**src/rtl/vcmd_v2_pkg.sv**
```systemverilog
// Shared opcodes, FSM encoding and payload-length helper for the video command decoder.
// VCMD_V2_SETADDR_EN enables the SET_ADDR opcode and its ADDR state.
package vcmd_v2_pkg;

  localparam logic [1:0] OP_NOP     = 2'b00;
  localparam logic [1:0] OP_WRITE   = 2'b01;
  localparam logic [1:0] OP_SETADDR = 2'b10;
  localparam logic [1:0] OP_ADDRCLR = 2'b11;

  localparam int BYTES_PER_PIXEL = 3;

  typedef enum logic [1:0] {
    CMD  = 2'd0,
    DATA = 2'd1
`ifdef VCMD_V2_SETADDR_EN
    , ADDR = 2'd2
`endif
  } vcmdState_e;

  // Payload byte count for a WRITE; an argument of 0 means 64 pixels.
  function automatic logic [7:0] writeLen(input logic [5:0] n);
    logic [7:0] pix;
    pix = (n == 6'd0) ? 8'd64 : {2'b00, n};
    return 8'(pix * BYTES_PER_PIXEL);
  endfunction

endpackage

```
**src/rtl/vcmd_v2_if.sv**
```systemverilog
// Framebuffer write port: single-cycle strobe with registered address and data.
interface vcmd_v2_if #(
  parameter int AWIDTH = 18,
  parameter int DWIDTH = 8
);
  logic              DataClkOut;
  logic [AWIDTH-1:0] AddrOut;
  logic [DWIDTH-1:0] DataOut;

  modport master (output DataClkOut, AddrOut, DataOut);
  modport slave  (input  DataClkOut, AddrOut, DataOut);
endinterface

```
**src/rtl/vcmd_byte_sync.sv**
```systemverilog
// Brings the asynchronous SPI byte strobe into the Clk domain and captures the byte.
module vcmd_byte_sync #(
  parameter int DWIDTH = 8
) (
  input  logic              Clk,
  input  logic              Reset,
  input  logic              ByteClkIn,
  input  logic [DWIDTH-1:0] ByteIn,
  output logic              ByteEvent,
  output logic [DWIDTH-1:0] ByteOut
);

  // sync[1:0] is the two-flop synchronizer, sync[2] holds the prior level for edge detect
  logic [2:0] sync;
  logic       rise;

  assign rise = sync[1] & ~sync[2];

  always_ff @(posedge Clk) begin
    if (Reset) begin
      sync      <= '0;
      ByteEvent <= 1'b0;
      ByteOut   <= '0;
    end else begin
      sync      <= {sync[1:0], ByteClkIn};
      ByteEvent <= rise;
      if (rise) ByteOut <= ByteIn;
    end
  end

endmodule

```
**src/rtl/vcmd_v2.sv**
```systemverilog
// Video command decoder: parses SPI command/payload bytes into framebuffer writes.
// VCMD_V2_SETADDR_EN enables SET_ADDR (opcode 10); otherwise opcode 10 is a NOP.
//
//   state | meaning
//   CMD   | next byte is a command
//   DATA  | consuming WRITE payload, remaining bytes left
//   ADDR  | assembling 3 SET_ADDR bytes, MSB first
module vcmd_v2
  import vcmd_v2_pkg::*;
#(
  parameter int AWIDTH = 18,
  parameter int DWIDTH = 8
) (
  input  logic              Clk,
  input  logic              Reset,
  input  logic              ByteClkIn,
  input  logic [DWIDTH-1:0] ByteIn,
  input  logic              DataModeEnable,
  vcmd_v2_if.master         fb
);

  logic              byteEvent;
  logic [DWIDTH-1:0] byteVal;

  vcmd_byte_sync #(.DWIDTH(DWIDTH)) uSync (
    .Clk       (Clk),
    .Reset     (Reset),
    .ByteClkIn (ByteClkIn),
    .ByteIn    (ByteIn),
    .ByteEvent (byteEvent),
    .ByteOut   (byteVal)
  );

  vcmdState_e        state, stateNext;
  logic [AWIDTH-1:0] addr, addrNext;
  logic [7:0]        remaining, remainingNext;
  logic              strobe, strobeNext;
  logic [AWIDTH-1:0] addrOutReg, addrOutNext;
  logic [DWIDTH-1:0] dataOutReg, dataOutNext;
`ifdef VCMD_V2_SETADDR_EN
  logic [23:0]       asmReg, asmNext;
  logic [1:0]        idx, idxNext;
`endif

  always_comb begin
    stateNext     = state;
    addrNext      = addr;
    remainingNext = remaining;
    strobeNext    = 1'b0;
    addrOutNext   = addrOutReg;
    dataOutNext   = dataOutReg;
`ifdef VCMD_V2_SETADDR_EN
    asmNext       = asmReg;
    idxNext       = idx;
`endif
    if (byteEvent) begin
      case (state)
        CMD: begin
          case (byteVal[7:6])
            OP_WRITE: begin
              remainingNext = writeLen(byteVal[5:0]);
              stateNext     = DATA;
            end
`ifdef VCMD_V2_SETADDR_EN
            OP_SETADDR: begin
              idxNext   = 2'd0;
              stateNext = ADDR;
            end
`endif
            OP_ADDRCLR: addrNext = '0;
            default: ;
          endcase
        end
        DATA: begin
          remainingNext = remaining - 8'd1;
          if (remaining == 8'd1) stateNext = CMD;
          if (DataModeEnable) begin
            strobeNext  = 1'b1;
            addrOutNext = addr;
            dataOutNext = byteVal;
            addrNext    = addr + AWIDTH'(1);
          end
        end
`ifdef VCMD_V2_SETADDR_EN
        ADDR: begin
          asmNext = 24'({asmReg, byteVal});
          idxNext = idx + 2'd1;
          if (idx == 2'd2) begin
            addrNext  = AWIDTH'(asmNext);
            stateNext = CMD;
          end
        end
`endif
        default: stateNext = CMD;
      endcase
    end
  end

  always_ff @(posedge Clk) begin
    if (Reset) begin
      state      <= CMD;
      addr       <= '0;
      remaining  <= '0;
      strobe     <= 1'b0;
      addrOutReg <= '0;
      dataOutReg <= '0;
`ifdef VCMD_V2_SETADDR_EN
      asmReg     <= '0;
      idx        <= '0;
`endif
    end else begin
      state      <= stateNext;
      addr       <= addrNext;
      remaining  <= remainingNext;
      strobe     <= strobeNext;
      addrOutReg <= addrOutNext;
      dataOutReg <= dataOutNext;
`ifdef VCMD_V2_SETADDR_EN
      asmReg     <= asmNext;
      idx        <= idxNext;
`endif
    end
  end

  assign fb.DataClkOut = strobe;
  assign fb.AddrOut    = addrOutReg;
  assign fb.DataOut    = dataOutReg;

endmodule

```
**src/flat_wrapper.sv**
```systemverilog
// flat-port wrapper written by rule: the top's interface ports become plain ports
module vcmd_v2_flat import vcmd_v2_pkg::*;
#(
  parameter int AWIDTH = 18,
  parameter int DWIDTH = 8
)
  (Clk, Reset, ByteClkIn, ByteIn, DataModeEnable, fb_DataClkOut, fb_AddrOut, fb_DataOut);
  vcmd_v2_if #(.AWIDTH(AWIDTH), .DWIDTH(DWIDTH)) fb_i ();
  input  logic Clk;
  input  logic Reset;
  input  logic ByteClkIn;
  input  logic [DWIDTH-1:0] ByteIn;
  input  logic DataModeEnable;
  output wire logic [$bits(fb_i.DataClkOut)-1:0] fb_DataClkOut;
  output wire logic [$bits(fb_i.AddrOut)-1:0] fb_AddrOut;
  output wire logic [$bits(fb_i.DataOut)-1:0] fb_DataOut;
  assign fb_DataClkOut = fb_i.DataClkOut;
  assign fb_AddrOut = fb_i.AddrOut;
  assign fb_DataOut = fb_i.DataOut;
  vcmd_v2 #(.AWIDTH(AWIDTH), .DWIDTH(DWIDTH)) u_core (.Clk(Clk), .Reset(Reset), .ByteClkIn(ByteClkIn), .ByteIn(ByteIn), .DataModeEnable(DataModeEnable), .fb(fb_i));
endmodule
```
**config.mk**
```make
export PLATFORM = sky130hd
export DESIGN_NAME = vcmd_v2_flat
export DESIGN_NICKNAME = d
export VERILOG_FILES = /design/src/rtl/vcmd_v2_pkg.sv /design/src/rtl/vcmd_v2_if.sv /design/src/rtl/vcmd_byte_sync.sv /design/src/rtl/vcmd_v2.sv /design/src/flat_wrapper.sv
export SDC_FILE = /design/constraint.sdc
export NUM_CORES = 1
export LEC_CHECK = 0
export CORE_UTILIZATION = 40
export DETAILED_ROUTE_END_ITERATION = 8
export DONT_BUFFER_PORTS = 1
export GPL_TIMING_DRIVEN = 0
export PLACE_DENSITY = 0.53
export SLEW_MARGIN = 15
export SYNTH_ARGS = -nofsm -noshare
export SYNTH_HDL_FRONTEND = slang
export SYNTH_HIERARCHICAL = 1
export SYNTH_SLANG_ARGS = --single-unit
```
**constraint.sdc**
```tcl
create_clock -name Clk -period 3 [get_ports Clk]
set_input_delay 0.6 -clock Clk [delete_from_list [all_inputs] [get_ports Clk]]
set_output_delay 0.6 -clock Clk [all_outputs]
set_load 0.02 [all_outputs]
```
-- Word-level counts from Yosys, hierarchy flattened
Index checks and enable logic that the tools add are counted.
- flip-flop bits (word level): 67
- bits in latches: 0
- RAM bits: 0
- memory bits (read-only): 0
- output and inout bits: 27
- memories: 0
- add/subtract/negate cells: 2
- $mul: 1
- divide/modulo/power cells: 0
- order comparisons: 0
- equality and inequality tests: 8
- shift operators: 0
- muxes and demuxes: 10
- bitwise logic cells: 4
- reductions and logical operators: 8
- operators by type and width (kind ; count):
    18-bit 2-to-1 mux ; 2
    18-bit case mux with 2 select lines ; 1
    18-bit by 1-bit adder with 18-bit output, second input constant ; 1
    8-bit case mux with 2 select lines ; 1
    3-bit AND reduction ; 3
    8-bit by 1-bit == test with 1-bit output, second input constant ; 1
    8-bit by 2-bit multiplier with 8-bit output, second input constant ; 1
    8-bit 2-to-1 mux ; 1
    8-bit by 1-bit subtractor with 8-bit output, second input constant ; 1
    7-bit 2-to-1 mux ; 1
    6-bit logical NOT ; 1
    2-bit inequality test, second input constant ; 3
    2-bit by 1-bit == test with 1-bit output, second input constant ; 2
    2-bit 2-to-1 mux ; 2
    2-bit case mux with 2 select lines ; 1
    4-bit AND reduction ; 1
    1-bit inverter ; 3
    3-bit OR reduction ; 1
    2-bit == test, second input constant ; 1
    2-bit logical NOT ; 1
    2-bit by 1-bit inequality test with 1-bit output, second input constant ; 1
    2-bit nonzero test ; 1
    1-bit AND ; 1
    1-bit 2-to-1 mux ; 1

-- Depth between registers and ports, before layout
Gate-level depths: netlist (run 1).
- word-level depth: 5
- depth in mapped cells: 11

-- Hierarchy
Netlist (run 1), hierarchy kept.
- by module, submodules not included (module ; instances ; cells an instance ; area each (µm²) ; sequential area each (µm²)):
    vcmd_v2 ; 1 ; 327 ; 2717.6 ; 1081.0
    vcmd_byte_sync ; 1 ; 43 ; 467.9 ; 240.2

-- Least setup slack after synthesis (run 1)
No wires, ideal clock.
- path kind: flip-flop to flip-flop
- start: reg u_core.uSync.ByteOut[4]
- end: reg u_core.remaining[5]
- library setup time: 0.132 ns
- arrival: 1.935 ns
- required time: 2.868 ns
- setup slack: 0.933 ns
- stages on the path, launching flop included: 12
- path buffers: 1
- clock period less this slack: 2.067 ns
- cells stage by stage: dfxtp_1 > clkbuf_1 > inv_1 > ha_1 > nand3_2 > and2_1 > ha_1 > a21o_1 > o221ai_1 > and3_1 > o21ai_0 > a31oi_1
- word-level cells in the longest chain between the ends: 5
- RTL lines (item ; line ; RTL):
    start: declaration ; vcmd_byte_sync.sv:10 ; output logic [DWIDTH-1:0] ByteOut
    start signal: assignment ; vcmd_byte_sync.sv:27 ; if (rise) ByteOut <= ByteIn;
    6-bit logical NOT ; vcmd_v2_pkg.sv:23 ; pix = (n == 6'd0) ? 8'd64 : {2'b00, n};
    7-bit 2-to-1 mux (*) ; vcmd_v2_pkg.sv:23 ;
    8-bit by 2-bit multiplier with 8-bit output (*) ; vcmd_v2_pkg.sv:24 ; return 8'(pix * BYTES_PER_PIXEL);
    8-bit 2-to-1 mux (*) ; vcmd_v2.sv:59 ; case (byteVal[7:6])
    8-bit case mux with 2 select lines (*) ; vcmd_v2.sv:57 ; case (state)
    end signal: assignment ; vcmd_v2.sv:114 ; remaining <= remainingNext;
    end: declaration ; vcmd_v2.sv:36 ; logic [7:0] remaining, remainingNext;
Mark *: on every way between the ends. The rest lies on a longest branch, timed or not. The select of a mux whose other input is x is not followed.
A chain may end at the register's enable or synchronous reset.

-- Worst setup path in the final report (run 1)
Same ends and word-level chain as after synthesis.

==> flow_metrics.tcl, run 1 <==
set metrics [dict create \
    r2r.worst_path.cells 11 \
    cp_cell_sequence "clkbuf_1, inv_1, ha_1, nand3_2, and2_1, ha_1, a21o_1, o221ai_1, and3_1, o21ai_0, a31oi_1" \
    clkLatencyLatePin_ns 0.36 \
    fillers 769 \
    fin_setup_tns_ns 0 \
    cts_tree "built" \
    synth_top_area_share_pct 41.5 \
    nets 404 \
    num_io_pins 39 \
    syn_area_per_cell_um2 8.61 \
    slowest_stage "dfxtp_1" \
    crit_required_ns 3.22 \
    globalplace.congestion 0.794 \
    die-height_um 91.2 \
    cp_data_arrival_time_ns 2.71 \
    clock_path_buffers 2 \
    rsz0062_at_grt "false" \
    finalHoldViolations 0 \
    antenna_found_initial 0 \
    rows 32 \
    synth_area_mm2 0.00319 \
    hold_end "u_core/uSync/sync[0]$_SDFF_PP0_" \
    numCtsBuffers 9 \
    synthTopCellsByCount "nand2_1 (71), dfxtp_1 (66), a21oi_1 (34)" \
    crit_top_cell "ha_1" \
    relSlewSlack_pct 67.7 \
    min_path_cells 1 \
    ys_seq_elements 66 \
    synth_flop_cell "dfxtp_1" \
    yosys-top-cells-area "dfxtp_1 (41%), nand2_1 (8.4%), a21oi_1 (5.3%), ha_1 (4.3%), xnor2_1 (3.0%)" \
    met1_usage_pct 23.2 \
    power.switching_mw 0.426 \
    critPathCaptureType "flip-flop" \
    max_stage_delay_ns 0.35 \
    drcViolationCount 0 \
    syn_to_final_growth_pct 11.8 \
    cts.sinks 66 \
    fin_ws_ns 0.514 \
    ys_warn_count 6 \
    p_seq_share_pct 47.1 \
    syn_nets 393 \
    rr_startpoint "u_core/uSync/ByteOut[4]$_SDFFE_PP0P_" \
    grt_max_degree 14 \
    period_share_pct 82.9 \
    p_per_area_mw_per_mm2 531 \
    critPathLaunchType "flip-flop" \
    synth-edff-count 0 \
    final.setup_skew_ns 0.0106 \
    ctsHoldBuffers 0 \
    drt_iter0_markers 78 \
    busiest_layer "met2" \
    rrSetupSlack_ns 0.51 \
    worst_pin_slew_ns 0.484 \
    floorplan.initialDensity_pct 41.2 \
    combPwrFrac_pct 3.3 \
    grt_usage_pct 18.5 \
    met2_usage_pct 29.7 \
    port_buffers 0 \
    overflow 0 \
    ant_nets 0 \
    cap_viol_max_count 0 \
    ctsRootBufferMaster "clkbuf_8" \
    max_freq_ghz 0.402 \
    grt_first_pass_wirelength_mm 12.0 \
    worstPathMaxFanout 8 \
    cp_num_buf_inv 2 \
    intPower_mw 1.46 \
    routed_wl_mm 6.86 \
    layout-drive-gt1-share_pct 9.59 \
    dieArea_mm2 0.00832 \
    critPathKind "reg -> reg" \
    ys_async_sr_fraction_pct 0 \
    netlist_instances 370 \
    finalCriticalPeriod_ns 2.49 \
    r2r-end "u_core/remaining[5]$_SDFFE_PP0P_" \
    synth-seq-area-share_pct 41.5 \
    synth_top_area_cell "dfxtp_1" \
    leakage_nw 1.24 \
    setup_viol 0 \
    post-cts-setup-buffers 0 \
    dr_total_vias 2561 \
    max-vdd-ir-drop_uv 218 \
    routedWlPerCell_um 14.1 \
    die_w_um 91.2 \
    path_delay_family "compound AO/OA/AOI/OAI gates" \
    post_cts_resized 0 \
    min_path_type "in -> reg" \
    holdWs_ns 0.371 \
    dr.pass1.iters 4 \
    cts_max_level 3 \
    vias_per_cell 5.25 \
    dp_hpwl_mm 4.96 \
    antenna_cells 0 \
    hold_start "ByteClkIn" \
    grt_pass1_vias 2454 \
    p_clk_share_pct 49.6 \
    yosysMostFrequentCell "nand2_1" \
    grt_util_met3_pct 5.19 \
    ys_types 59 \
    slew_viol_final 0 \
    swShare_pct 22.5 \
    core_mm2 0.00773 \
    clk_pin_slew_ns 0.08 \
    status "finished, final reports clean" \
    pre_cts_ws_ns 0.497 \
]
## layer usage
metal	up-vias	part of all wire [%]
met4	0	2.2
met2	34	47
met5	-	0
li1	1318	-
met1	1195	48
met3	14	2.8
## metrics by stage
step / area, um^2 / util, % / power, mW / cells
after floorplan: 3190 / - / 0.956 / 370
after global placement: 3310 / 42.9 / 0.974 / 472
after detailed placement: 3310 / 42.9 / 0.975 / 472
after CTS: 3560 / 46.1 / 1.92 / 488
after global routing: 3560 / 46.1 / 1.97 / 488
final: 3560 / 46.1 / 1.89 / 488
## worst max-delay path by stage
stage | start | endpoint | slack [ns] | cells past startpoint
final | u_core/uSync/ByteOut[4]$_SDFFE_PP0P_ | u_core/remaining[5]$_SDFFE_PP0P_ | 0.51 | 11
after global routing | u_core/uSync/ByteOut[4]$_SDFFE_PP0P_ | u_core/remaining[5]$_SDFFE_PP0P_ | 0.20 | 11
after CTS | u_core/uSync/ByteOut[4]$_SDFFE_PP0P_ | u_core/remaining[5]$_SDFFE_PP0P_ | 0.49 | 11
after detailed placement | u_core/uSync/ByteOut[4]$_SDFFE_PP0P_ | u_core/remaining[5]$_SDFFE_PP0P_ | 0.50 | 11
after global placement | u_core/uSync/ByteOut[4]$_SDFFE_PP0P_ | u_core/remaining[5]$_SDFFE_PP0P_ | 0.56 | 11
after floorplan | u_core/uSync/ByteOut[4]$_SDFFE_PP0P_ | u_core/remaining[5]$_SDFFE_PP0P_ | 0.93 | 11
## layout by cell type, fill, tap and decap left out, drive strengths merged, types with 2 or more instances in the layout
master,instances
nand2,71
dfxtp,66
a21oi,34
nor2,25
clkbuf,22
o21ai,18
inv,15
xnor2,11
ha,11
nand2b,9
nand3,9
nand4bb,8
or3,6
nor4,6
xor2,5
a211oi,5
and3,5
nor3,5
buf,4
a31oi,4
mux2i,4
nor2b,4
bufinv,3
o21a,3
and3b,3
nor3b,2
o21bai,2
o221ai,2
and4b,2
and2,2
o211ai,2
a21o,2
o2111ai,2
and2b,2
## cell type report
cell class	count	area, um^2	area share [%]
multi-input combinational	275	1740	48.9
sequential	66	1320	37.1
tap	102	128	3.58
clock buffer	9	124	3.48
clock inverter	7	124	3.48
buffer	17	78.8	2.21
inverter	12	45.0	1.26
## registers in the layout, indices dropped and copies added (netlist names)
register,count
u_core/addr,18
u_core/uSync/sync,3
u_core/remaining,8
u_core/fb.DataClkOut,1
u_core/fb.AddrOut,18
u_core/uSync/ByteEvent,1
u_core/state,1
u_core/fb.DataOut,8
u_core/uSync/ByteOut,8
## power groups by stage
stage          Sequential (mW)  Combinational, mW  Clock [mW]
6_report                 0.891             0.0627       0.938
5_1_grt                  0.892             0.0706        1.01
4_1_cts                  0.891             0.0638       0.965
2_1_floorplan            0.908             0.0482           0
3_3_place_gp             0.912             0.0626           0
3_5_place_dp             0.912             0.0637           0
## logic make-up after synthesis
logic type / after synthesis / synth area share [%]
simple gates: 163 / 28.1
mux: 4 / 1.26
fa+ha+maj: 12 / 4.63
flops: 66 / 41.5
compound gates: 80 / 16.2
buf+inv: 29 / 3.89
xor+xnor: 16 / 4.40
Note: power is estimated with default switching activity, not from simulation.
==> run 2: changes to the inputs <==
clock period = 2.5 ns   (was 3 ns; I/O delays follow)
==> run 2 against run 1 <==
  * Sequential power grew 20%
  * Global-route usage unchanged
  * Flip-flop and latch count did not move
  * Final cell count did not move
  * Clock power grew 20%
  * Total power up 20%
  * Non-clock buffer count unchanged
==> flow_metrics.tcl, run 2 (synthesis results as in run 1) <==
set metrics [dict create \
    worst_pin_slew_ns 0.480 \
    routed_wl_mm 6.87 \
    max_stage_delay_ns 0.33 \
    antenna_cells 0 \
    dieArea_mm2 0.00832 \
    rr_startpoint "u_core/uSync/ByteOut[4]$_SDFFE_PP0P_" \
    wl_met3_um 178 \
    layout-drive-gt1-share_pct 10.4 \
    core_mm2 0.00773 \
    numCtsBuffers 9 \
    slowest_stage "dfxtp_1" \
    drcViolationCount 0 \
    setup_viol 0 \
    relSlewSlack_pct 68.0 \
    die-height_um 91.2 \
    status "finished, final reports clean" \
    drt_iter0_markers 79 \
    topRoutingLayerUsed "met4" \
    cp_data_arrival_time_ns 2.53 \
    grt_max_degree 14 \
    placed_area_mm2 0.00331 \
    port_buffers 0 \
    fin_total_pwr_mw 2.27 \
    p_per_area_mw_per_mm2 636 \
    period_share_pct 90.1 \
    die_w_um 91.2 \
    wl_met1_mm 3.28 \
    cts.sinks 66 \
    finalCriticalPeriod_ns 2.25 \
    vias_per_cell 5.23 \
    hold_start "ByteClkIn" \
    critPathCaptureType "flip-flop" \
    dp_hpwl_mm 4.96 \
    crit_required_ns 2.78 \
    rsz0062_at_grt "false" \
    cts_max_level 3 \
    leakage_nw 1.24 \
    layout_common_cells "nand2_1 (71), dfxtp_1 (66), a21oi_1 (34)" \
    grt_first_pass_wirelength_mm 12.0 \
    post-cts-setup-buffers 0 \
    clkLatencyLatePin_ns 0.36 \
    slew_viol_final 0 \
    fin_ws_ns 0.246 \
    post_cts_resized 1 \
    worstSetupStartpoint "u_core/uSync/ByteOut[4]$_SDFFE_PP0P_" \
    overflow 0 \
    fillers 766 \
    ctsHoldBuffers 0 \
    final_area_mm2 0.00358 \
    cap_viol_max_count 0 \
    min_path_type "in -> reg" \
    clock_path_buffers 2 \
    max-vdd-ir-drop_uv 262 \
    final.setup_skew_ns 0.0111 \
    finalHoldViolations 0 \
    num_io_pins 39 \
    dr.pass1.iters 4 \
    worstPathMaxFanout 8 \
    antenna_found_initial 0 \
    met2_length_mm 3.26 \
    cp_cell_sequence "clkbuf_2, inv_1, ha_1, nand3_4, and2_1, ha_1, a21o_1, o221ai_2, and3_1, o21ai_1, a31oi_1" \
    path_delay_family "compound AO/OA/AOI/OAI gates" \
    critPathLaunchType "flip-flop" \
    critPathKind "reg -> reg" \
    final_common_cell "nand2_1" \
    ctsRootBufferMaster "clkbuf_8" \
    cts_tree "built" \
    rows 32 \
    grt_pass1_vias 2454 \
    syn_to_final_growth_pct 12.3 \
    crit_top_cell "ha_1" \
    max_freq_ghz 0.444 \
    ant_nets 0 \
    globalplace.congestion 0.794 \
    grt_usage_pct 18.5 \
    routedWlPerCell_um 14.1 \
    floorplan.initialDensity_pct 41.2 \
    cp_num_buf_inv 2 \
    dr_total_vias 2554 \
    pre_cts_ws_ns -0.00293 \
    nets 404 \
    clk_pin_slew_ns 0.08 \
]
run 2: final timing paths:
kind                                 endpoint  depth (start not counted)  slack (ns)
max          u_core/remaining[5]$_SDFFE_PP0P_                         11        0.25
max reg2reg  u_core/remaining[5]$_SDFFE_PP0P_                         11        0.25
min           u_core/uSync/sync[0]$_SDFF_PP0_                          1        0.27
min reg2reg   u_core/uSync/sync[1]$_SDFF_PP0_                          1        0.45
run 2: stage by stage:
step | setup TNS [ns] | util (%) | hold WS (ns) | std cells
floorplan | 0 | - | 0.414 | 370
global placement | 0 | 42.9 | 0.423 | 472
detailed placement | -0.00293 | 42.9 | 0.437 | 472
CTS | 0 | 46.1 | 0.252 | 488
global route | 0 | 46.3 | 0.249 | 488
finish | 0 | 46.3 | 0.271 | 488
run 2: where the power goes:
group,internal (mW),switching (mW)
Sequential,1.06,0.0118
Combinational,0.0298,0.0492
Clock,0.672,0.453
Total,1.76,0.514
run 2: routing by layer:
layer / global-route usage, % / vias up
met5: 0 / -
met4: 7.67 / 0
met3: 5.19 / 14
met2: 29.7 / 29
met1: 23.2 / 1192
li1: - / 1319
run 2: layout make-up:
cell class	instances	area [um^2]	share of cell area, %
flip-flops and latches	66	1320	36.9
well taps	102	128	3.57
clock buffers	9	124	3.46
multi-input cells	275	1750	49.0
clock inverters	7	124	3.46
inverters	12	45.0	1.26
plain buffers	17	81.3	2.27
==> run 3: changes to the inputs <==
SYNTH_HIERARCHICAL = unset   (was 1)
==> run 3 against run 2 <==
  * Global-route usage increased by 0.096 points
  * Non-clock buffer count increased by 6
  * Critical path depth decreased by 1
  * Clock skew decreased by 0.0036 ns
  * Die area decreased by 4.0%
  * Combinational power decreased by 6.1%
  * Routed wire length decreased by 2.1%
  * Clock power decreased by 13%
==> flow_metrics.tcl, run 3 <==
set metrics [dict create \
    final_area_mm2 0.00340 \
    synth_area_mm2 0.00306 \
    grt_pass1_vias 2428 \
    critPathCaptureType "flip-flop" \
    critPathKind "reg -> reg" \
    clkLatencyLatePin_ns 0.35 \
    holdWs_ns 0.287 \
    dr_total_vias 2557 \
    final-instance-count-excl-fill 494 \
    post-cts-setup-buffers 0 \
    finalCriticalPeriod_ns 2.35 \
    yosysMostFrequentCell "nand2_1" \
    combPwrFrac_pct 3.5 \
    utilization_pct 46.4 \
    slew_viol_final 0 \
    status "finished, final reports clean" \
    ys_seq_elements 66 \
    max_stage_delay_ns 0.35 \
    antenna_found_initial 0 \
    drt_iter0_markers 64 \
    grt_usage_pct 18.6 \
    layout-drive-gt1-share_pct 6.08 \
    cp_cell_sequence "inv_1, ha_1, nand3_2, and2_1, ha_1, a211oi_1, o21ai_0, a21oi_1, mux2i_1, o21ai_0" \
    synth_flop_cell "dfxtp_1" \
    power.switching_mw 0.478 \
    path_delay_family "compound AO/OA/AOI/OAI gates" \
    grt_first_pass_wirelength_mm 11.1 \
    cp_num_buf_inv 1 \
    fin_ws_ns 0.148 \
    ys_types 48 \
    dp_hpwl_mm 4.82 \
    ant_nets 0 \
    grt_max_degree 12 \
    num_io_pins 39 \
    setup_viol 0 \
    clock_path_buffers 2 \
    dieArea_mm2 0.00800 \
    cts_max_level 3 \
    final_common_cell "nand2_1" \
    floorplan.initialDensity_pct 41.7 \
    synth-edff-count 0 \
    antenna_cells 0 \
    slowest_stage "dfxtp_1" \
    synth-seq-area-share_pct 43.2 \
    worstPathMaxFanout 6 \
    place_inst 478 \
    nets 415 \
    ctsRootBufferMaster "clkbuf_8" \
    numCtsBuffers 9 \
    relSlewSlack_pct 63.3 \
    rows 31 \
    layout_common_cells "nand2_1 (72), dfxtp_1 (66), a21oi_1 (40)" \
    netlist_instances 379 \
    cts.sinks 66 \
    leakage_nw 1.20 \
    fin_total_pwr_mw 2.12 \
    fin_setup_tns_ns 0 \
    finalHoldViolations 0 \
    p_seq_share_pct 50.1 \
    overflow 0 \
    ys_async_sr_fraction_pct 0 \
    drcViolationCount 0 \
    syn_nets 404 \
    port_buffers 0 \
    die-height_um 89.4 \
    cts_tree "built" \
    ys_warn_count 0 \
    final.setup_skew_ns 0.00753 \
    max-vdd-ir-drop_uv 299 \
    vias_per_cell 5.18 \
    routedWlPerCell_um 13.6 \
    period_share_pct 94.1 \
    globalplace.congestion 0.856 \
    yosys-top-cells-area "dfxtp_1 (43%), nand2_1 (8.8%), a21oi_1 (6.7%), ha_1 (4.9%), nor2_1 (4.2%)" \
    clk_pin_slew_ns 0.08 \
    p_per_area_mw_per_mm2 624 \
    synth_top_area_cell "dfxtp_1" \
    die_w_um 89.4 \
    cp_data_arrival_time_ns 2.58 \
    pre_cts_ws_ns 0.0692 \
    worst_pin_slew_ns 0.546 \
    critPathLaunchType "flip-flop" \
    dr.pass1.iters 4 \
    syn_to_final_growth_pct 11.3 \
    synthTopCellsByCount "nand2_1 (72), dfxtp_1 (66), a21oi_1 (41)" \
    min_path_type "in -> reg" \
    syn_area_per_cell_um2 8.07 \
    synth_top_area_share_pct 43.2 \
    routed_wl_mm 6.73 \
    core_mm2 0.00733 \
    crit_required_ns 2.72 \
    p_clk_share_pct 46.4 \
    swShare_pct 22.5 \
    placed_area_mm2 0.00318 \
    intPower_mw 1.64 \
    cap_viol_max_count 0 \
    max_freq_ghz 0.425 \
]
==> run 3: cell count changes after synthesis, moves of 6 or more <==
cell       delta
nand2b_1      -6
nor2_1        +9
and2_1        +6
a21oi_1       +7
nand4bb_1     -8
clkbuf_1      +8
==> run 3: power groups by stage <==
| stage | combinational, mW | sequential, mW | clock [mW] |
|---|---|---|---|
| 6_report | 0.0742 | 1.06 | 0.984 |
| 5_1_grt | 0.0842 | 1.06 | 1.05 |
| 4_1_cts | 0.0744 | 1.06 | 1.01 |
| 3_5_place_dp | 0.0740 | 1.09 | 0 |
| 3_3_place_gp | 0.0736 | 1.09 | 0 |
| 2_1_floorplan | 0.0550 | 1.09 | 0 |
==> run 3: layer usage <==
metal | track usage, % | wire (um) | vias to the layer above
met4 | 8.51 | 138 | 0
li1 | - | - | 1306
met2 | 32.4 | 3350 | 37
met5 | 0 | 0 | -
met1 | 21.2 | 3040 | 1205
met3 | 4.89 | 194 | 9
==> run 3: cells by family (layout without fill, tap and decap cells) <==
logic type                 after synthesis  count (layout)  synth area share [%]
buffers and inverters                   39              55                  5.16
DFF                                     66              66                  43.2
muxes                                    7               7                  2.29
adders and majority gates               13              13                  5.57
xor gates and xnor gates                12              12                  3.44
and+or+nand+nor                        164             164                  25.4
AOI/OAI and AO/OA                       78              78                  14.9
==> run 3: cell type report <==
cell class                 count  area [um^2]
fill                         762         3930
multi-input combinational    274         1590
sequential                    66         1320
clock buffer                  11          131
tap                           99          124
buffer                        23         97.6
clock inverter                 5         78.8
inverter                      16         60.1
==> run 3: final timing paths <==
check	from	endpoint	slack (ns)	depth (start not counted)
setup / recovery	u_core.uSync.ByteOut[4]$_SDFFE_PP0P_	u_core.remaining[6]$_SDFFE_PP0P_	0.15	10
hold / removal	ByteIn[5]	u_core.uSync.ByteOut[5]$_SDFFE_PP0P_	0.29	2
setup reg to reg	u_core.uSync.ByteOut[4]$_SDFFE_PP0P_	u_core.remaining[6]$_SDFFE_PP0P_	0.15	10
hold reg to reg	u_core.uSync.sync[2]$_SDFF_PP0_	u_core.uSync.ByteEvent$_SDFF_PP0_	0.43	1
==> run 3: what timing repair did <==
action	CTS	global route
hold buffers	0	0
setup endpoints to repair	0	3
resized for setup	0	3
==> run 3: worst register-to-register path, stage by stage, from the launching register on <==
cell      delay (ns)
dfxtp_1         0.35
inv_1           0.12
ha_1            0.20
nand3_2         0.15
and2_1          0.23
ha_1            0.30
a211oi_1        0.23
o21ai_0         0.13
a21oi_1         0.20
mux2i_1         0.22
o21ai_0         0.09
